$ cat src/rtl/exp6_exibe_sequencia.sv
`default_nettype none
// ============================================================================
// Module      : exp6_exibe_sequencia
// Description : Plays the stored sequence back on the LEDs for the current
//               round. Addresses 0..rodada are read from the sequence ROM in
//               order. Each item is lit for T_on cycles, then followed by
//               T_APAGADO dark cycles. A one-cycle fim_exibicao pulse marks
//               the end of playback.
//
// Ports       : clock            - system clock, rising edge
//               reset            - synchronous, active-high reset
//               iniciar_exibicao - start request (only honoured when idle)
//               rodada[3:0]      - index of the last item to show
//               nivel_tempo      - 0 = slow, 1 = fast lit interval
//               dado_memoria[3:0]- ROM data for endereco (valid next cycle)
//               endereco[3:0]    - ROM read address
//               leds[3:0]        - displayed item, 0 when dark
//               exibindo         - high whenever not idle
//               fim_exibicao     - single-cycle end-of-playback pulse
//               db_estado[3:0]   - state code for the debug display
//
// Revision    : 1.0 - initial release
// ============================================================================
module exp6_exibe_sequencia #(
    parameter int T_ACESO        = 1000,
    parameter int T_ACESO_RAPIDO = 500,
    parameter int T_APAGADO      = 500
) (
    input  logic       clock,
    input  logic       reset,
    input  logic       iniciar_exibicao,
    input  logic [3:0] rodada,
    input  logic       nivel_tempo,
    input  logic [3:0] dado_memoria,
    output logic [3:0] endereco,
    output logic [3:0] leds,
    output logic       exibindo,
    output logic       fim_exibicao,
    output logic [3:0] db_estado
);

    // Timer must hold values up to the largest interval minus one.
    localparam int c_T_MAX_ON = (T_ACESO > T_ACESO_RAPIDO) ? T_ACESO : T_ACESO_RAPIDO;
    localparam int c_T_MAX    = (c_T_MAX_ON > T_APAGADO) ? c_T_MAX_ON : T_APAGADO;
    localparam int c_TW       = (c_T_MAX > 1) ? $clog2(c_T_MAX) : 1;

    localparam logic [c_TW-1:0] c_LENTO_LAST  = c_TW'(T_ACESO - 1);
    localparam logic [c_TW-1:0] c_RAPIDO_LAST = c_TW'(T_ACESO_RAPIDO - 1);
    localparam logic [c_TW-1:0] c_APAGA_LAST  = c_TW'(T_APAGADO - 1);
    localparam logic [c_TW-1:0] c_TIMER_ONE   = c_TW'(1);

    localparam logic [3:0] c_OCIOSO  = 4'd0;
    localparam logic [3:0] c_CARREGA = 4'd1;
    localparam logic [3:0] c_ACENDE  = 4'd2;
    localparam logic [3:0] c_APAGA   = 4'd3;
    localparam logic [3:0] c_PROXIMO = 4'd4;
    localparam logic [3:0] c_FIM     = 4'd5;

    logic [3:0]      r_estado,   w_estado_next;
    logic [3:0]      r_endereco, w_endereco_next;
    logic [3:0]      r_leds,     w_leds_next;
    logic [c_TW-1:0] r_timer,    w_timer_next;
    logic            r_fim,      w_fim_next;
    logic [3:0]      r_rodada,   w_rodada_next;
    logic            r_nivel,    w_nivel_next;
    logic [c_TW-1:0] w_on_last;

    // Speed is taken from the value captured at start, so mid-run changes
    // of nivel_tempo cannot disturb the current playback.
    assign w_on_last = r_nivel ? c_RAPIDO_LAST : c_LENTO_LAST;

    always_ff @(posedge clock) begin
        if (reset) begin
            r_estado   <= c_OCIOSO;
            r_endereco <= 4'd0;
            r_leds     <= 4'd0;
            r_timer    <= '0;
            r_fim      <= 1'b0;
            r_rodada   <= 4'd0;
            r_nivel    <= 1'b0;
        end else begin
            r_estado   <= w_estado_next;
            r_endereco <= w_endereco_next;
            r_leds     <= w_leds_next;
            r_timer    <= w_timer_next;
            r_fim      <= w_fim_next;
            r_rodada   <= w_rodada_next;
            r_nivel    <= w_nivel_next;
        end
    end

    always_comb begin
        w_estado_next   = r_estado;
        w_endereco_next = r_endereco;
        w_leds_next     = r_leds;
        w_timer_next    = r_timer;
        w_fim_next      = 1'b0;
        w_rodada_next   = r_rodada;
        w_nivel_next    = r_nivel;

        case (r_estado)
            c_OCIOSO: begin
                if (iniciar_exibicao) begin
                    w_rodada_next   = rodada;
                    w_nivel_next    = nivel_tempo;
                    w_endereco_next = 4'd0;
                    w_estado_next   = c_CARREGA;
                end
            end

            // One cycle for the ROM to present data for the new address.
            c_CARREGA: begin
                w_leds_next   = dado_memoria;
                w_timer_next  = '0;
                w_estado_next = c_ACENDE;
            end

            c_ACENDE: begin
                if (r_timer == w_on_last) begin
                    w_leds_next   = 4'd0;
                    w_timer_next  = '0;
                    w_estado_next = c_APAGA;
                end else begin
                    w_timer_next = r_timer + c_TIMER_ONE;
                end
            end

            c_APAGA: begin
                if (r_timer == c_APAGA_LAST) begin
                    w_timer_next = '0;
                    if (r_endereco == r_rodada) begin
                        // Pulse is registered so it lines up with the FIM state.
                        w_fim_next    = 1'b1;
                        w_estado_next = c_FIM;
                    end else begin
                        w_estado_next = c_PROXIMO;
                    end
                end else begin
                    w_timer_next = r_timer + c_TIMER_ONE;
                end
            end

            c_PROXIMO: begin
                w_endereco_next = r_endereco + 4'd1;
                w_estado_next   = c_CARREGA;
            end

            c_FIM: begin
                w_estado_next = c_OCIOSO;
            end

            default: begin
                w_estado_next = c_OCIOSO;
            end
        endcase
    end

    assign endereco     = r_endereco;
    assign leds         = r_leds;
    assign fim_exibicao = r_fim;
    assign exibindo     = (r_estado != c_OCIOSO);
    assign db_estado    = r_estado;

endmodule
`default_nettype wire

$ cat config.mk
export PLATFORM = sky130hd
export DESIGN_NAME = exp6_exibe_sequencia
export DESIGN_NICKNAME = d
export VERILOG_FILES = /design/src/rtl/exp6_exibe_sequencia.sv
export SDC_FILE = /design/constraint.sdc
export NUM_CORES = 1
export LEC_CHECK = 0
export ABC_AREA = 0
export CAP_MARGIN = 20
export CORE_MARGIN = 5
export CORE_UTILIZATION = 45
export DETAILED_ROUTE_END_ITERATION = 6
export GPL_ROUTABILITY_DRIVEN = 0
export MAX_ROUTING_LAYER = met4
export PLACE_DENSITY = 0.74
export REMOVE_ABC_BUFFERS = 1
export SLEW_MARGIN = 30
export SYNTH_ARGS = -nofsm -noshare
export SYNTH_HDL_FRONTEND = slang
export SYNTH_SLANG_ARGS = --single-unit
$ cat constraint.sdc
create_clock -name clock -period 2.4 [get_ports clock]
set_clock_uncertainty 0.2 [all_clocks]
set_input_delay 0.48 -clock clock [delete_from_list [all_inputs] [get_ports clock]]
set_output_delay 0.48 -clock clock [all_outputs]
set_load 0.01 [all_outputs]
Word level (Yosys, flattened, before mapping)
Index checks and enable logic that the tools add are counted.

storage, ports and cells
  input bits = 12
  flip-flop bits (word level) = 28
  word-level logic and storage cells = 45

operators by class
  add/subtract/negate cells = 2
  bitwise logic cells = 2
  multiplexer cells = 14
  equality and inequality tests = 10
  reduce and logical (&&, ||, !) cells = 10

operators by type and width
  operator                 number
  $mux W10                 3
  $pmux W10 S3             1
  $mux W4                  5
  $pmux W4 S5              1
  $pmux W4 S2              2
  $add A10 B1 Y10 const B  1
  $eq A10 B10 Y1           1
  $eq A10 B9 Y1 const B    1
  $eq A4 B2 Y1 const B     2
  $ne A2 B2 Y1 const B     3
  $reduce_and A2 Y1        3
  $add A4 B1 Y4 const B    1
  $eq A4 B1 Y1 const B     1
  $eq A4 B3 Y1 const B     1
  $eq A4 B4 Y1             1
  $logic_not A4 Y1         1
  $reduce_bool A2 Y1       2
  $reduce_bool A4 Y1       1
  $reduce_and A3 Y1        1
  $reduce_bool A3 Y1       1
  $reduce_or A3 Y1         1
  $mux W1                  2
  $not A1 Y1               2

Longest topological paths before layout
Gate-level depths: netlist of run 1.

  depth in word-level cells = 4
  gate-level depth with buffers = 7
  depth with buffers taken out = 6

Worst setup path before layout of run 1
Ideal clock, no wire load.

  path kind = reg2reg
  from = register r_timer[0]
  to = register r_timer[9]
  buffers on the path = 0
  period minus slack after synthesis = 1.877 ns
  path slack = 0.523 ns
  library setup time = 0.122 ns
  stages on the path, launching flop included = 7
  arrival time = 1.555 ns
  path through = dfxtp_1 -> ha_1 -> nand4b_1 -> nor2_1 -> a211oi_4 -> and3_1 -> a221o_1

on the way
  word-level cells in the longest chain between the ends = 3
  elaborated cells between the ends (all ways) = 6
  classes of those cells = add/sub: 1; eq/ne: 2; mux: 3

ends and longest elaborated chain
  item                                     line      source
  start, declared                          62        logic [c_TW-1:0] r_timer, w_timer_next;
  start signal, assigned                   85        r_timer <= w_timer_next;
  $add A10 B1 Y10 (tied with other cells)  124, 139
  $mux W10, on equally long branches       129, 119
  $pmux W10 S3 *                           101       case (r_estado)

Mark *: on every way between the ends. The rest lies on a longest branch, timed or not.
A chain may end at the register's enable or synchronous reset.

Final worst setup path of run 1
  from = register r_estado[1] (netlist: db_estado[1])
  to = output exibindo

on the way
  word-level cells in the longest chain between the ends = 1

ends and longest elaborated chain
  item                    line  source
  start, declared         59    logic [3:0] r_estado, w_estado_next;
  start signal, assigned  74    r_estado <= c_OCIOSO;
  start signal, assigned  82    r_estado <= w_estado_next;
  $reduce_bool A4 Y1      161   assign exibindo = (r_estado != c_OCIOSO);
  end, declared           37    output logic exibindo,

No other way between the ends.

==> metrics.cfg, run 1 <==
[floorplan]
die_w_um=64.7
core_area_um2=2810
start_util_pct=48.1
num_rows=19
num_io_pins=26
fp.dieArea_um2=4190
die_h_um=64.7

[power]
ir_drop_mv=0.454
p_leak_nw=0.618
power_density_nw_per_um2=598

[critical_path]
critPathTopFamily=buffers and inverters
cp_max_fo=10
slowest_delay_ns=0.54
cp_cell_sequence=nor3_2 > buf_4 > inv_1 > clkdlybuf4s50_1
reg2reg_depth=6
path_buf_inv=3
worstSetupPathType=reg -> out
cp.required_ns=1.72
cpMaxStageDelayCell=clkdlybuf4s50_1
arrival_ns=1.61
worst_setup_path_end_kind=output port
startpoint_type=flop
cp.depth=4

[timing]
hold_violations=0
rsz0062_at_grt=false
finalSetupTns_ns=0
maxSlewViolCount=0
final-setup-viol-count=0
max_freq_ghz=0.438
fin_crit_ns=2.29
final.period_utilization_pct=95.2

[layout]
area_growth_pct=22.3
final_common_cell=dfxtp_1
drive_gt1_share_pct=8.65
diodes=0
final_nets=200
final_cell_mix=dfxtp_1, clkdlybuf4s50_1, nand2_1, nor2_1, nand3_1
fin_cells=216

[worst_hold_path]
hold_depth=2
hp-class=reg -> reg

[status]
status=complete, no violations

[drt]
drtPass1Iterations=4
wl_met3_um=149
wirelength_um=3190
wl_met2_um=1450
drtIter0Drc=95
post_drt_wl_per_cell_um=14.8
ant_nets=0
wl_met1_um=1540
num_vias=1270
top_layer_used=met4
drc=0
viasPerCell=5.88

[clocking]
path_clk_slew_ns=0.15
clk_path_buf_depth=2
htreeDepth=1
cts_tree=yes
clkLatencyLatePin_ns=0.33
cts_sinks=27
cts_root_buffer=clkbuf_4
cts_hold_buf=0
ctsResizeCount=1
post-cts-setup-buffer-count=0
cts_buffers=3

[place]
hpwl_um=2480
io_buffer_count=24
numPlacedInstances=212

[yosys]
yosys_warnings=0
yosys_most_used_dff=dfxtp_1
synth-seq-cells=27
netlist.area_leader.share_pct=40.1
yosysTopAreaCell=dfxtp_1
avgSynthCellArea_um2=8.43
synth_area_leaders=dfxtp_1, nand3_1, a22o_1
yosysSeqAreaShare_pct=40.1
synth_area_um2=1350
syn_inst=160
synth-async-reset-ratio_pct=0
synth_edf_count=0
yosysUniqueCellTypes=43

[run]
max-cap-violations=0

[global_routing]
antenna_found_initial=0
grt_pass1_wl_um=5500
grt_overflow=0
grt_max_degree=16
grt_pass1_vias=1187
grtUsageTotal_pct=17.0

synth_stat cells (2+ instances only):
library cell	n
a211oi_1	2
a21o_1	4
a21oi_1	12
a22o_1	7
a31oi_1	2
and2_1	2
and3_1	3
buf_4	2
clkbuf_1	4
dfxtp_1	27
ha_1	2
inv_1	3
nand2_1	16
nand2b_1	2
nand3_1	15
nand3b_1	2
nand4_1	3
nand4b_1	2
nor2_1	16
nor2b_1	2
nor3_1	2
o21ai_0	4
o21ai_1	2
or3_1	2
xnor2_1	4
cell type report:
| type | count | area (um2) |
|---|---|---|
| repair buffers | 29 | 278 |
| fillers | 261 | 1160 |
| flip-flops and latches | 27 | 542 |
| well taps | 31 | 38.8 |
| clock inverters | 1 | 5.00 |
| multi-input cells | 122 | 752 |
| clock buffers | 3 | 22.5 |
| inverters | 3 | 11.3 |
layer usage:
metal	up-vias	global-route usage [%]
met2	37	25.3
met5	-	-
li1	622	-
met4	0	6.33
met3	6	3.11
met1	605	22.9
path summary, 6_finish.rpt:
check / end / from / slack (ns)
hold reg to reg: r_rodada[2] / r_rodada[2] / 0.28
setup / recovery: exibindo / db_estado[1] / 0.11
setup reg to reg: leds[3] / r_timer[0] / 0.37
hold / removal: r_rodada[2] / r_rodada[2] / 0.28
power breakdown:
part / total (mW) / switching, mW / internal (mW)
sequential: 0.505 / 0.0275 / 0.478
clock: 0.199 / 0.136 / 0.0625
combinational: 0.283 / 0.152 / 0.131
total: 0.987 / 0.316 / 0.671
worst register-to-register path, stage by stage (launching register included):
cell and delay [ns]:
dfxtp_1 0.42, ha_1 0.19, nand4b_1 0.12, nor2_1 0.36, a31oi_1 0.16, o21ba_2 0.26, a22o_1 0.24
sequential cells by signal, summed over array words and instances (netlist names):
signal	flops
r_nivel	1
fim_exibicao	1
endereco	4
db_estado	3
r_timer	10
leds	4
r_rodada	4
cells by family after synthesis:
kind of cell,after synthesis,share of synthesized area (%)
simple gates,75,29.1
compound gates,38,20.5
flops,27,40.1
buf+inv,11,4.17
xor+xnor,5,3.25
fa+ha+maj,2,1.85
other cells,1,0.278
mux,1,0.742
per-stage QoR:
stage / util, % / instance area [um2] / total power, mW / hold slack [ns] / setup WS (ns)
6_report: 58.8 / 1650 / 0.987 / 0.285 / 0.114
5_1_grt: 58.8 / 1650 / 1.05 / 0.303 / 0.0275
4_1_cts: 58.8 / 1650 / 0.997 / 0.286 / 0.0979
3_5_place_dp: 57.8 / 1620 / 0.795 / 0.263 / 0.371
3_3_place_gp: 57.8 / 1620 / 0.785 / 0.263 / 0.394
2_1_floorplan: - / 1300 / 0.671 / 0.243 / 0.490
Note: power is estimated with default switching activity, not from simulation.
==> run 2, diff against run 1 <==
--- a/config.mk
+++ b/config.mk
@@ -11,6 +11,7 @@
 export CORE_UTILIZATION = 45
 export DETAILED_ROUTE_END_ITERATION = 6
 export GPL_ROUTABILITY_DRIVEN = 0
+export GPL_TIMING_DRIVEN = 0
 export MAX_ROUTING_LAYER = met4
 export PLACE_DENSITY = 0.74
 export REMOVE_ABC_BUFFERS = 1
==> metrics.cfg, run 2 (synthesized netlist as in run 1, its figures left out) <==
[power]
ir_drop_mv=0.306  ; -33%
switching_share_pct=31.8  ; -0.21 points
p_total_mw=0.981  ; -0.53%
power_density_nw_per_um2=604  ; +0.93%
intPower_mw=0.669  ; -0.22%
p_leak_nw=0.597  ; -3.4%
p_clk_share_pct=20.3  ; +0.2 points
p_sw_mw=0.312  ; -1.2%
p_seq_share_pct=52.9  ; +1.7 points
pwr-share-comb_pct=26.8  ; -1.9 points

[floorplan]
die_h_um=64.7  ; unchanged
fp.dieArea_um2=4190  ; unchanged
die_w_um=64.7  ; unchanged
num_rows=19  ; unchanged
start_util_pct=48.1  ; unchanged
core_area_um2=2810  ; unchanged
num_io_pins=26  ; unchanged

[global_routing]
grt_pass1_vias=1112  ; -6.3%
grtUsageTotal_pct=15.3  ; -1.7 points
grt_overflow=0  ; unchanged
grt_pass1_wl_um=5000  ; -9.2%
grt_max_degree=21  ; +5
antenna_found_initial=0  ; unchanged

[drt]
wirelength_um=2900  ; -9.0%
drtIter0Drc=84  ; -12%
drc=0  ; unchanged
num_vias=1201  ; -5.4%
ant_nets=0  ; unchanged
post_drt_wl_per_cell_um=13.7  ; -7.3%
drtPass1Iterations=4  ; unchanged
viasPerCell=5.67  ; -3.6%

[layout]
final_common_cell=dfxtp_1
largest_reg_flops=10  ; unchanged
multi_input_area_um2=758  ; +0.83%
fill_cells=272  ; +4.2%
diodes=0  ; unchanged
final_nets=196  ; -2.0%
area_growth_pct=20.5
seqCellArea_um2=543  ; +0.23%
largest_register=r_timer
final_cell_mix=dfxtp_1, clkdlybuf4s50_1, nand2_1, nor2_1, nand3_1
drive_gt1_share_pct=6.63  ; -2.0 points

[clocking]
clkLatencyLatePin_ns=0.33  ; about the same
cts_buffers=3  ; unchanged
cts_sinks=27  ; unchanged
cts_hold_buf=0  ; unchanged
cts_root_buffer=clkbuf_4
path_clk_slew_ns=0.15  ; about the same
clk_path_buf_depth=2  ; unchanged
cts_tree=yes
htreeDepth=1  ; unchanged

[critical_path]
cp_max_fo=10  ; unchanged
worst_setup_path_end_kind=output port
ff2ff_setup_slack_ns=0.30  ; -0.07 ns
path_buf_inv=2  ; -1
cpMaxStageDelayCell=dfxtp_1
cp.required_ns=1.72  ; about the same
startpoint_type=flop
crit_start=db_estado[1]
reg2reg_depth=4  ; -2
slowest_delay_ns=0.60  ; +0.06 ns
r2r_end=r_timer[8]
arrival_ns=1.62  ; about the same
worstSetupPathType=reg -> out
critPathTopFamily=flip-flops
cp_cell_sequence=nor3_4 > inv_1 > clkdlybuf4s50_1
rr_startpoint=db_estado[1]

[timing]
max_slew.worst_pin.slew_ns=0.793
maxSlewViolCount=0  ; unchanged
rsz0062_at_grt=false
final.period_utilization_pct=95.8  ; +0.61 points
slew_headroom_pct=46.9
fin_crit_ns=2.30  ; +0.0145 ns
hold_violations=0  ; unchanged
max_freq_ghz=0.435  ; -0.63%
holdWs_ns=0.281  ; -0.00368 ns
final-setup-viol-count=0  ; unchanged

[worst_hold_path]
hold_depth=2  ; unchanged
hp-class=reg -> reg
min_to=r_rodada[1]
hp-start=r_rodada[1]

[run]
max-cap-violations=0  ; unchanged

[status]
status=complete, no violations

[place]
io_buffer_count=24  ; unchanged
hpwl_um=2160  ; -13%

[run 2: metal layers]
layer	share of wire (%)	routed length (um)	global-route usage, %	up-vias
met3	4.0	116	2.42	4
met4	1.6	46	6.33	0
met1	49	1420	20.6	556
li1	-	-	-	611
met5	0	0	-	-
met2	45	1320	22.7	30
[run 2: power groups by stage]
stage	Sequential [mW]	Combinational, mW	Clock (mW)
after floorplan	0.525	0.146	0
after global placement	0.523	0.247	0
after detailed placement	0.525	0.252	0
after CTS	0.517	0.266	0.206
after global routing	0.525	0.294	0.227
final	0.519	0.263	0.200
[run 2: worst max-delay path by stage]
stage                       to  slack (ns)  cells after the start
finish                exibindo         0.1                      3
detailed placement  r_timer[9]       -0.05                      4
global route          exibindo        0.02                      3
floorplan           r_timer[8]        0.49                      4
CTS                   exibindo        0.06                      3
global placement    r_timer[9]       -0.02                      4
[run 2: what timing repair did]
item | CTS | global route
setup buffers | 1 | 0
pin swaps | 1 | 0
setup endpoints to repair | 1 | 1
gates resized for setup | 1 | 2
[run 2: through the flow]
| stage | util [%] | TNS (ns) | cell area (um2) | instances | setup WS (ns) |
|---|---|---|---|---|---|
| 5_1_grt | 57.9 | 0 | 1630 | 212 | 0.0157 |
| 2_1_floorplan | - | 0 | 1300 | 152 | 0.490 |
| 3_5_place_dp | 56.4 | -0.0859 | 1580 | 207 | -0.0509 |
| 3_3_place_gp | 56.4 | -0.0194 | 1580 | 207 | -0.0194 |
| 4_1_cts | 57.9 | 0 | 1620 | 212 | 0.0624 |
| 6_report | 57.9 | 0 | 1630 | 212 | 0.0998 |
[run 2: cell type report]
type                       count  area share, %
clock buffer                   4           1.62
inverter                       3          0.693
multi-input combinational    122           46.7
sequential                    27           33.4
tap                           31           2.39
timing repair buffer          25           15.2
[run 2: tightest hold or removal path: stages, from the launching register on]
cell	delay (ns)
dfxtp_1	0.35
nand2_1	0.05
a21oi_1	0.05
==> run 3, diff against run 2 <==
--- a/config.mk
+++ b/config.mk
@@ -11,7 +11,6 @@
 export CORE_UTILIZATION = 45
 export DETAILED_ROUTE_END_ITERATION = 6
 export GPL_ROUTABILITY_DRIVEN = 0
-export GPL_TIMING_DRIVEN = 0
 export MAX_ROUTING_LAYER = met4
 export PLACE_DENSITY = 0.74
 export REMOVE_ABC_BUFFERS = 1
==> results of run 3 <==
No change in the layout: final DEF, timing and power equal those of run 1.
